$ cat config.mk
export PLATFORM = sky130hd
export DESIGN_NAME = cache_arbiter
export DESIGN_NICKNAME = d
export VERILOG_FILES = /design/src/rtl/cache_arbiter.sv
export SDC_FILE = /design/constraint.sdc
export NUM_CORES = 1
export LEC_CHECK = 0
export BUFFER_PORTS_ARGS = -buffer_cell sky130_fd_sc_hd__clkbuf_2
export CORE_AREA = 4 4 542 544
export DETAILED_ROUTE_END_ITERATION = 16
export DIE_AREA = 0 0 546 548
export MAX_ROUTING_LAYER = met4
export PLACE_DENSITY_LB_ADDON = 0.08
export SETUP_SLACK_MARGIN = 0.4
export SLEW_MARGIN = 15
export SYNTH_ARGS = -nofsm -noshare
export SYNTH_HDL_FRONTEND = slang
export SYNTH_SLANG_ARGS = --single-unit
$ cat constraint.sdc
create_clock -name clk -period 5.7 [get_ports clk]
set_clock_uncertainty 0.15 [all_clocks]
set_input_delay 0.285 -clock clk [delete_from_list [all_inputs] [get_ports clk]]
set_output_delay 0.285 -clock clk [all_outputs]
set_load 0.005 [all_outputs]
$ cat src/rtl/cache_arbiter.sv
// cache_arbiter
//   Shares one line-wide memory port between the I-cache and D-cache miss
//   ports. One transaction at a time, round-robin on simultaneous requests,
//   registered read line and a one-cycle completion pulse to the winner.
//
// Ports
//   clk, rst_n            : clock, async active-low reset
//   i_read/i_addr         : I-cache line read request (held until i_resp)
//   i_rdata/i_resp        : I-cache returned line / completion pulse
//   d_read/d_write/d_addr : D-cache read or writeback request (held until d_resp)
//   d_wdata               : D-cache writeback line
//   d_rdata/d_resp        : D-cache returned line / completion pulse
//   mem_read/mem_write    : memory strobes, held until mem_resp
//   mem_addr/mem_wdata    : address / writeback line latched at grant
//   mem_rdata/mem_resp    : memory read line / one-cycle completion
//   arb_busy              : high whenever the FSM is not IDLE
module cache_arbiter #(
  parameter int LINE_W = 256,
  parameter int ADDR_W = 32
) (
  input  logic              clk,
  input  logic              rst_n,
  input  logic              i_read,
  input  logic [ADDR_W-1:0] i_addr,
  output logic [LINE_W-1:0] i_rdata,
  output logic              i_resp,
  input  logic              d_read,
  input  logic              d_write,
  input  logic [ADDR_W-1:0] d_addr,
  input  logic [LINE_W-1:0] d_wdata,
  output logic [LINE_W-1:0] d_rdata,
  output logic              d_resp,
  output logic              mem_read,
  output logic              mem_write,
  output logic [ADDR_W-1:0] mem_addr,
  output logic [LINE_W-1:0] mem_wdata,
  input  logic [LINE_W-1:0] mem_rdata,
  input  logic              mem_resp,
  output logic              arb_busy
);

  typedef enum logic [1:0] {IDLE, SERV_I, SERV_D, RESP} state_e;

  state_e              state_q, state_d;
  logic                last_d_q, last_d_d;   // 1: last grant went to D
  logic                wr_q, wr_d;
  logic                mem_read_q, mem_read_d;
  logic                mem_write_q, mem_write_d;
  logic [ADDR_W-1:0]   mem_addr_q, mem_addr_d;
  logic [LINE_W-1:0]   mem_wdata_q, mem_wdata_d;
  logic [LINE_W-1:0]   i_rdata_q, i_rdata_d;
  logic [LINE_W-1:0]   d_rdata_q, d_rdata_d;
  logic                i_resp_q, i_resp_d;
  logic                d_resp_q, d_resp_d;
  logic                arb_busy_q, arb_busy_d;
  logic                i_req, d_req;

  // All outputs are next-state decoded here and registered below, so the
  // strobes and address never see a combinational path from the inputs.
  always_comb begin
    state_d     = state_q;
    last_d_d    = last_d_q;
    wr_d        = wr_q;
    mem_read_d  = mem_read_q;
    mem_write_d = mem_write_q;
    mem_addr_d  = mem_addr_q;
    mem_wdata_d = mem_wdata_q;
    i_rdata_d   = i_rdata_q;
    d_rdata_d   = d_rdata_q;
    i_resp_d    = 1'b0;
    d_resp_d    = 1'b0;
    i_req       = i_read;
    d_req       = d_read | d_write;

    unique case (state_q)
      IDLE: begin
        // D wins when alone, or on a tie when I had the previous grant.
        if (d_req && (!i_req || !last_d_q)) begin
          state_d     = SERV_D;
          last_d_d    = 1'b1;
          mem_addr_d  = d_addr;
          mem_wdata_d = d_wdata;
          wr_d        = d_write;        // read+write together is a write
          mem_read_d  = !d_write;
          mem_write_d = d_write;
        end else if (i_req) begin
          state_d     = SERV_I;
          last_d_d    = 1'b0;
          mem_addr_d  = i_addr;
          wr_d        = 1'b0;
          mem_read_d  = 1'b1;
          mem_write_d = 1'b0;
        end
      end
      SERV_I: begin
        if (mem_resp) begin
          i_rdata_d   = mem_rdata;
          i_resp_d    = 1'b1;
          mem_read_d  = 1'b0;
          mem_write_d = 1'b0;
          state_d     = RESP;
        end
      end
      SERV_D: begin
        if (mem_resp) begin
          if (!wr_q) d_rdata_d = mem_rdata;
          d_resp_d    = 1'b1;
          mem_read_d  = 1'b0;
          mem_write_d = 1'b0;
          state_d     = RESP;
        end
      end
      RESP:    state_d = IDLE;
      default: state_d = IDLE;
    endcase

    arb_busy_d = (state_d != IDLE);
  end

  always_ff @(posedge clk or negedge rst_n) begin
    if (!rst_n) begin
      state_q     <= IDLE;
      last_d_q    <= 1'b0;
      wr_q        <= 1'b0;
      mem_read_q  <= 1'b0;
      mem_write_q <= 1'b0;
      mem_addr_q  <= '0;
      mem_wdata_q <= '0;
      i_rdata_q   <= '0;
      d_rdata_q   <= '0;
      i_resp_q    <= 1'b0;
      d_resp_q    <= 1'b0;
      arb_busy_q  <= 1'b0;
    end else begin
      state_q     <= state_d;
      last_d_q    <= last_d_d;
      wr_q        <= wr_d;
      mem_read_q  <= mem_read_d;
      mem_write_q <= mem_write_d;
      mem_addr_q  <= mem_addr_d;
      mem_wdata_q <= mem_wdata_d;
      i_rdata_q   <= i_rdata_d;
      d_rdata_q   <= d_rdata_d;
      i_resp_q    <= i_resp_d;
      d_resp_q    <= d_resp_d;
      arb_busy_q  <= arb_busy_d;
    end
  end

  assign mem_read  = mem_read_q;
  assign mem_write = mem_write_q;
  assign mem_addr  = mem_addr_q;
  assign mem_wdata = mem_wdata_q;
  assign i_rdata   = i_rdata_q;
  assign d_rdata   = d_rdata_q;
  assign i_resp    = i_resp_q;
  assign d_resp    = d_resp_q;
  assign arb_busy  = arb_busy_q;

endmodule

==> results.yml <==
power_and_ir_drop:
  pwr-share-seq_pct: 36.3
  total_leakage_power_nw: 25.1
  p_per_area_nw_per_um2: 529
  irDropWorstVdd_mv: 0.245
  p_switching_w: 0.00999
  pwr-share-comb_pct: 38.6
  p_int_w: 0.0186
  p_clk_share_pct: 25.1
  switching_share_pct: 35.0
logic_synthesis:
  synth.area.top_cells: "dfrtp_1 64%, mux2_2 12%, mux2_4 9.5%, mux2_1 8.2%, buf_12 1.4%"
  ys_warn_count: 0
  syn_nets: 2394
  yosysTopAreaCell: "dfrtp_1"
  yosysTopAreaCellShare_pct: 64.2
  syn_area_per_cell_um2: 17.4
  seq_area_frac_synth_pct: 64.2
  ys_seq_elements: 809
  netlist_area_um2: 31500
  ys_types: 32
  synthArstFlopShare_pct: 100
  synthCells: 1807
  synth_ff_type: "dfrtp_1"
  synth_edf_count: 0
placement:
  dpl.hpwl_mm: 132
  gp_congestion: 0.773
  place_ws_ns: 2.77
  io_buffers: 1386
global_route:
  gr-usage-all-layers_pct: 11.3
  grt_antenna_before_repair: 84
  overflow: 0
  grt_first_pass_wirelength_mm: 232
  grt_pass1_vias: 26700
  grt_max_degree: 132
cts:
  clock_latency_ns: 0.79
  cts-root-buf: "clkbuf_16"
  clk_path_buf_depth: 4
  clkSinkCount: 809
  cts_tree: "built"
  post_cts_resized: 0
  cts_inserted_buffers: 120
  htreeDepth: 3
  cts.clk_slew.worst_paths_ns: 0.06
hold_path:
  hold_class: "in -> reg"
  hp-start: "d_wdata[150]"
  hold_depth: 3
  hold_end: "mem_wdata[150]$_DFFE_PN0P_"
detailed_routing:
  dr.pass1.iters: 4
  wl_per_cell_um: 21.3
  vias: 24000
  drt_iter0_markers: 719
  via_per_inst: 3.02
  drc: 0
  ant_nets: 0
  routed_wl_mm: 169
sta:
  worstMarginPinSlew_ns: 1.03
  post-route-period-util_pct: 49.3
  finalSetupViolCount: 0
  hold_viol: 0
  rsz0062_at_grt: "false"
  maxSlewHeadroom_pct: 31.5
  final.setup.tns_ns: 0
  fin_crit_ns: 2.81
  setup_ws_ns: 2.89
  finalMaxSlewViolations: 0
  fmax_mhz: 356
status:
  outcome: "complete, no violations"
floorplan:
  io_pins: 1387
  num_rows: 198
  dieArea_um2: 299000
  start_util_pct: 10.9
  dieWidth_um: 546
  core_area_um2: 290000
  die_y_um: 548
worst_setup_path:
  crit_path_max_incr_delay_ns: 0.54
  cpMaxStageDelayCell: "nand2b_4"
  crit_path_end_kind: "flip-flop"
  critical_path.cell_chain: "inv_1 -> ha_1 -> and2_4 -> nand2b_4 -> buf_12 -> mux2_4"
  r2r-end: "d_rdata[40]$_DFFE_PN0P_"
  reg2reg_depth: 6
  crit_arrival_ns: 3.32
  rr_startpoint: "state_q[0]$_DFF_PN0_"
  cp.required_ns: 6.22
  reg2reg_slack_ns: 2.89
  path_max_fanout: 69
  crit_type: "reg -> reg"
  start_kind: "flip-flop"
final_layout:
  final_net_count: 4582
  area_growth_pct: 71.1
  drive_above_1_share_pct: 52.3
flow_run:
  max_cap_viol_count: 0
layer usage:
metal  up-vias  wire length [um]  global-route usage (%)
met1     11900             67500                    12.5
met4         0              4950                    3.25
met3       212             15300                    4.65
met2       996             81600                    18.7
li1      10900                 -                       -
met5         -                 0                       -
logic make-up (layout without fill, tap and decap cells):
| group | count (synthesis) | after routing | synth area share (%) |
|---|---|---|---|
| AND/OR/NAND/NOR | 45 | 45 | 0.607 |
| buffers and inverters | 101 | 2367 | 3.28 |
| AO/OA/AOI/OAI | 47 | 47 | 0.869 |
| multiplexers | 800 | 800 | 30.8 |
| other | 0 | 78 | 0 |
| flip-flops | 809 | 809 | 64.2 |
| adder cells (fa/ha/maj) | 5 | 5 | 0.198 |
synthesized netlist by cell type (2+ instances only):
cell type  count
dfrtp_1      809
mux2_2       339
mux2_1       229
mux2_4       200
nand2_1       37
o21ai_0       36
buf_2         33
mux2i_1       32
buf_6         29
buf_12        22
buf_4         10
ha_1           5
clkbuf_1       3
inv_1          3
a31oi_1        2
nor2_1         2
metrics by stage:
stage                     area, um^2  utilization, %  instances  hold slack, ns  total power [W]
after floorplan                31500               -       1807          -0.161           0.0152
after global placement         42700            14.7       6933           0.214           0.0215
after detailed placement       42700            14.7       6933           0.211           0.0215
after CTS                      53800            18.6       7873       0.0000570           0.0296
after global routing           53900            18.6       7946          0.0235           0.0306
final                          54000            18.6       7951           0.108           0.0285
cell usage in the layout (no fill, tap or decap), types with 2 or more instances in the layout:
cell              n
a31oi_1           2
and2_4            2
buf_12           11
buf_4            27
bufinv_16         2
clkbuf_1         39
clkbuf_16       120
clkbuf_2       1385
clkbuf_8         24
clkinv_2          8
clkinv_8          3
dfrtp_1         809
diode_2          78
dlygate4sd3_1   739
ha_1              5
inv_1             3
inv_6             3
mux2_1          229
mux2_2          339
mux2_4          200
mux2i_1          32
nand2_1          37
nor2_1            2
o21ai_0          36
critical path: cells and delay by family (launching register included):
family,cells,cell delay (ns)
adder cells (fa/ha/maj),1,0.22
flip-flops,1,0.42
multiplexers,1,0.35
AND/OR/NAND/NOR,2,0.71
buffers and inverters,2,0.65
power by group through the flow:
stage / Clock, W / Sequential (W) / Combinational, W
after floorplan: 0 / 0.0104 / 0.00473
after global placement: 0 / 0.0105 / 0.0111
after detailed placement: 0 / 0.0105 / 0.0111
after CTS: 0.00763 / 0.0104 / 0.0116
after global routing: 0.00782 / 0.0108 / 0.0120
final: 0.00717 / 0.0104 / 0.0110
timing repair:
action,4_1_cts,5_1_grt
hold endpoints to repair,1197,0
endpoints found under the setup margin,0,0
hold buffers,740,0
setup buffers,0,0
area by class of cell:
| cell class | instances | area [um^2] |
|---|---|---|
| fill | 32000 | 236000 |
| sequential | 809 | 20200 |
| timing repair buffer | 2164 | 14800 |
| multi-input combinational | 897 | 10300 |
| tap | 3800 | 4750 |
| clock buffer | 183 | 3480 |
| antenna | 78 | 195 |
| clock inverter | 17 | 183 |
| inverter | 3 | 11.3 |
worst max path at each step:
stage | cells past startpoint | start | to | slack (ns)
6_report | 6 | state_q[0]$_DFF_PN0_ | d_rdata[40]$_DFFE_PN0P_ | 2.89
5_1_grt | 6 | state_q[0]$_DFF_PN0_ | d_rdata[40]$_DFFE_PN0P_ | 2.68
4_1_cts | 6 | state_q[0]$_DFF_PN0_ | d_rdata[217]$_DFFE_PN0P_ | 2.77
3_5_place_dp | 6 | state_q[0]$_DFF_PN0_ | d_rdata[220]$_DFFE_PN0P_ | 2.77
3_3_place_gp | 6 | state_q[0]$_DFF_PN0_ | d_rdata[223]$_DFFE_PN0P_ | 2.78
2_1_floorplan | 8 | state_q[0]$_DFF_PN0_ | d_rdata[100]$_DFFE_PN0P_ | 3.82
flip-flops by register name, summed over array words and instances (netlist names):
signal     flops
i_resp         1
d_resp         1
mem_read       1
last_d_q       1
state_q        2
mem_write      1
arb_busy       1
mem_wdata    256
i_rdata      256
d_rdata      256
mem_addr      32
wr_q           1
Note: power is estimated with default switching activity, not from simulation.
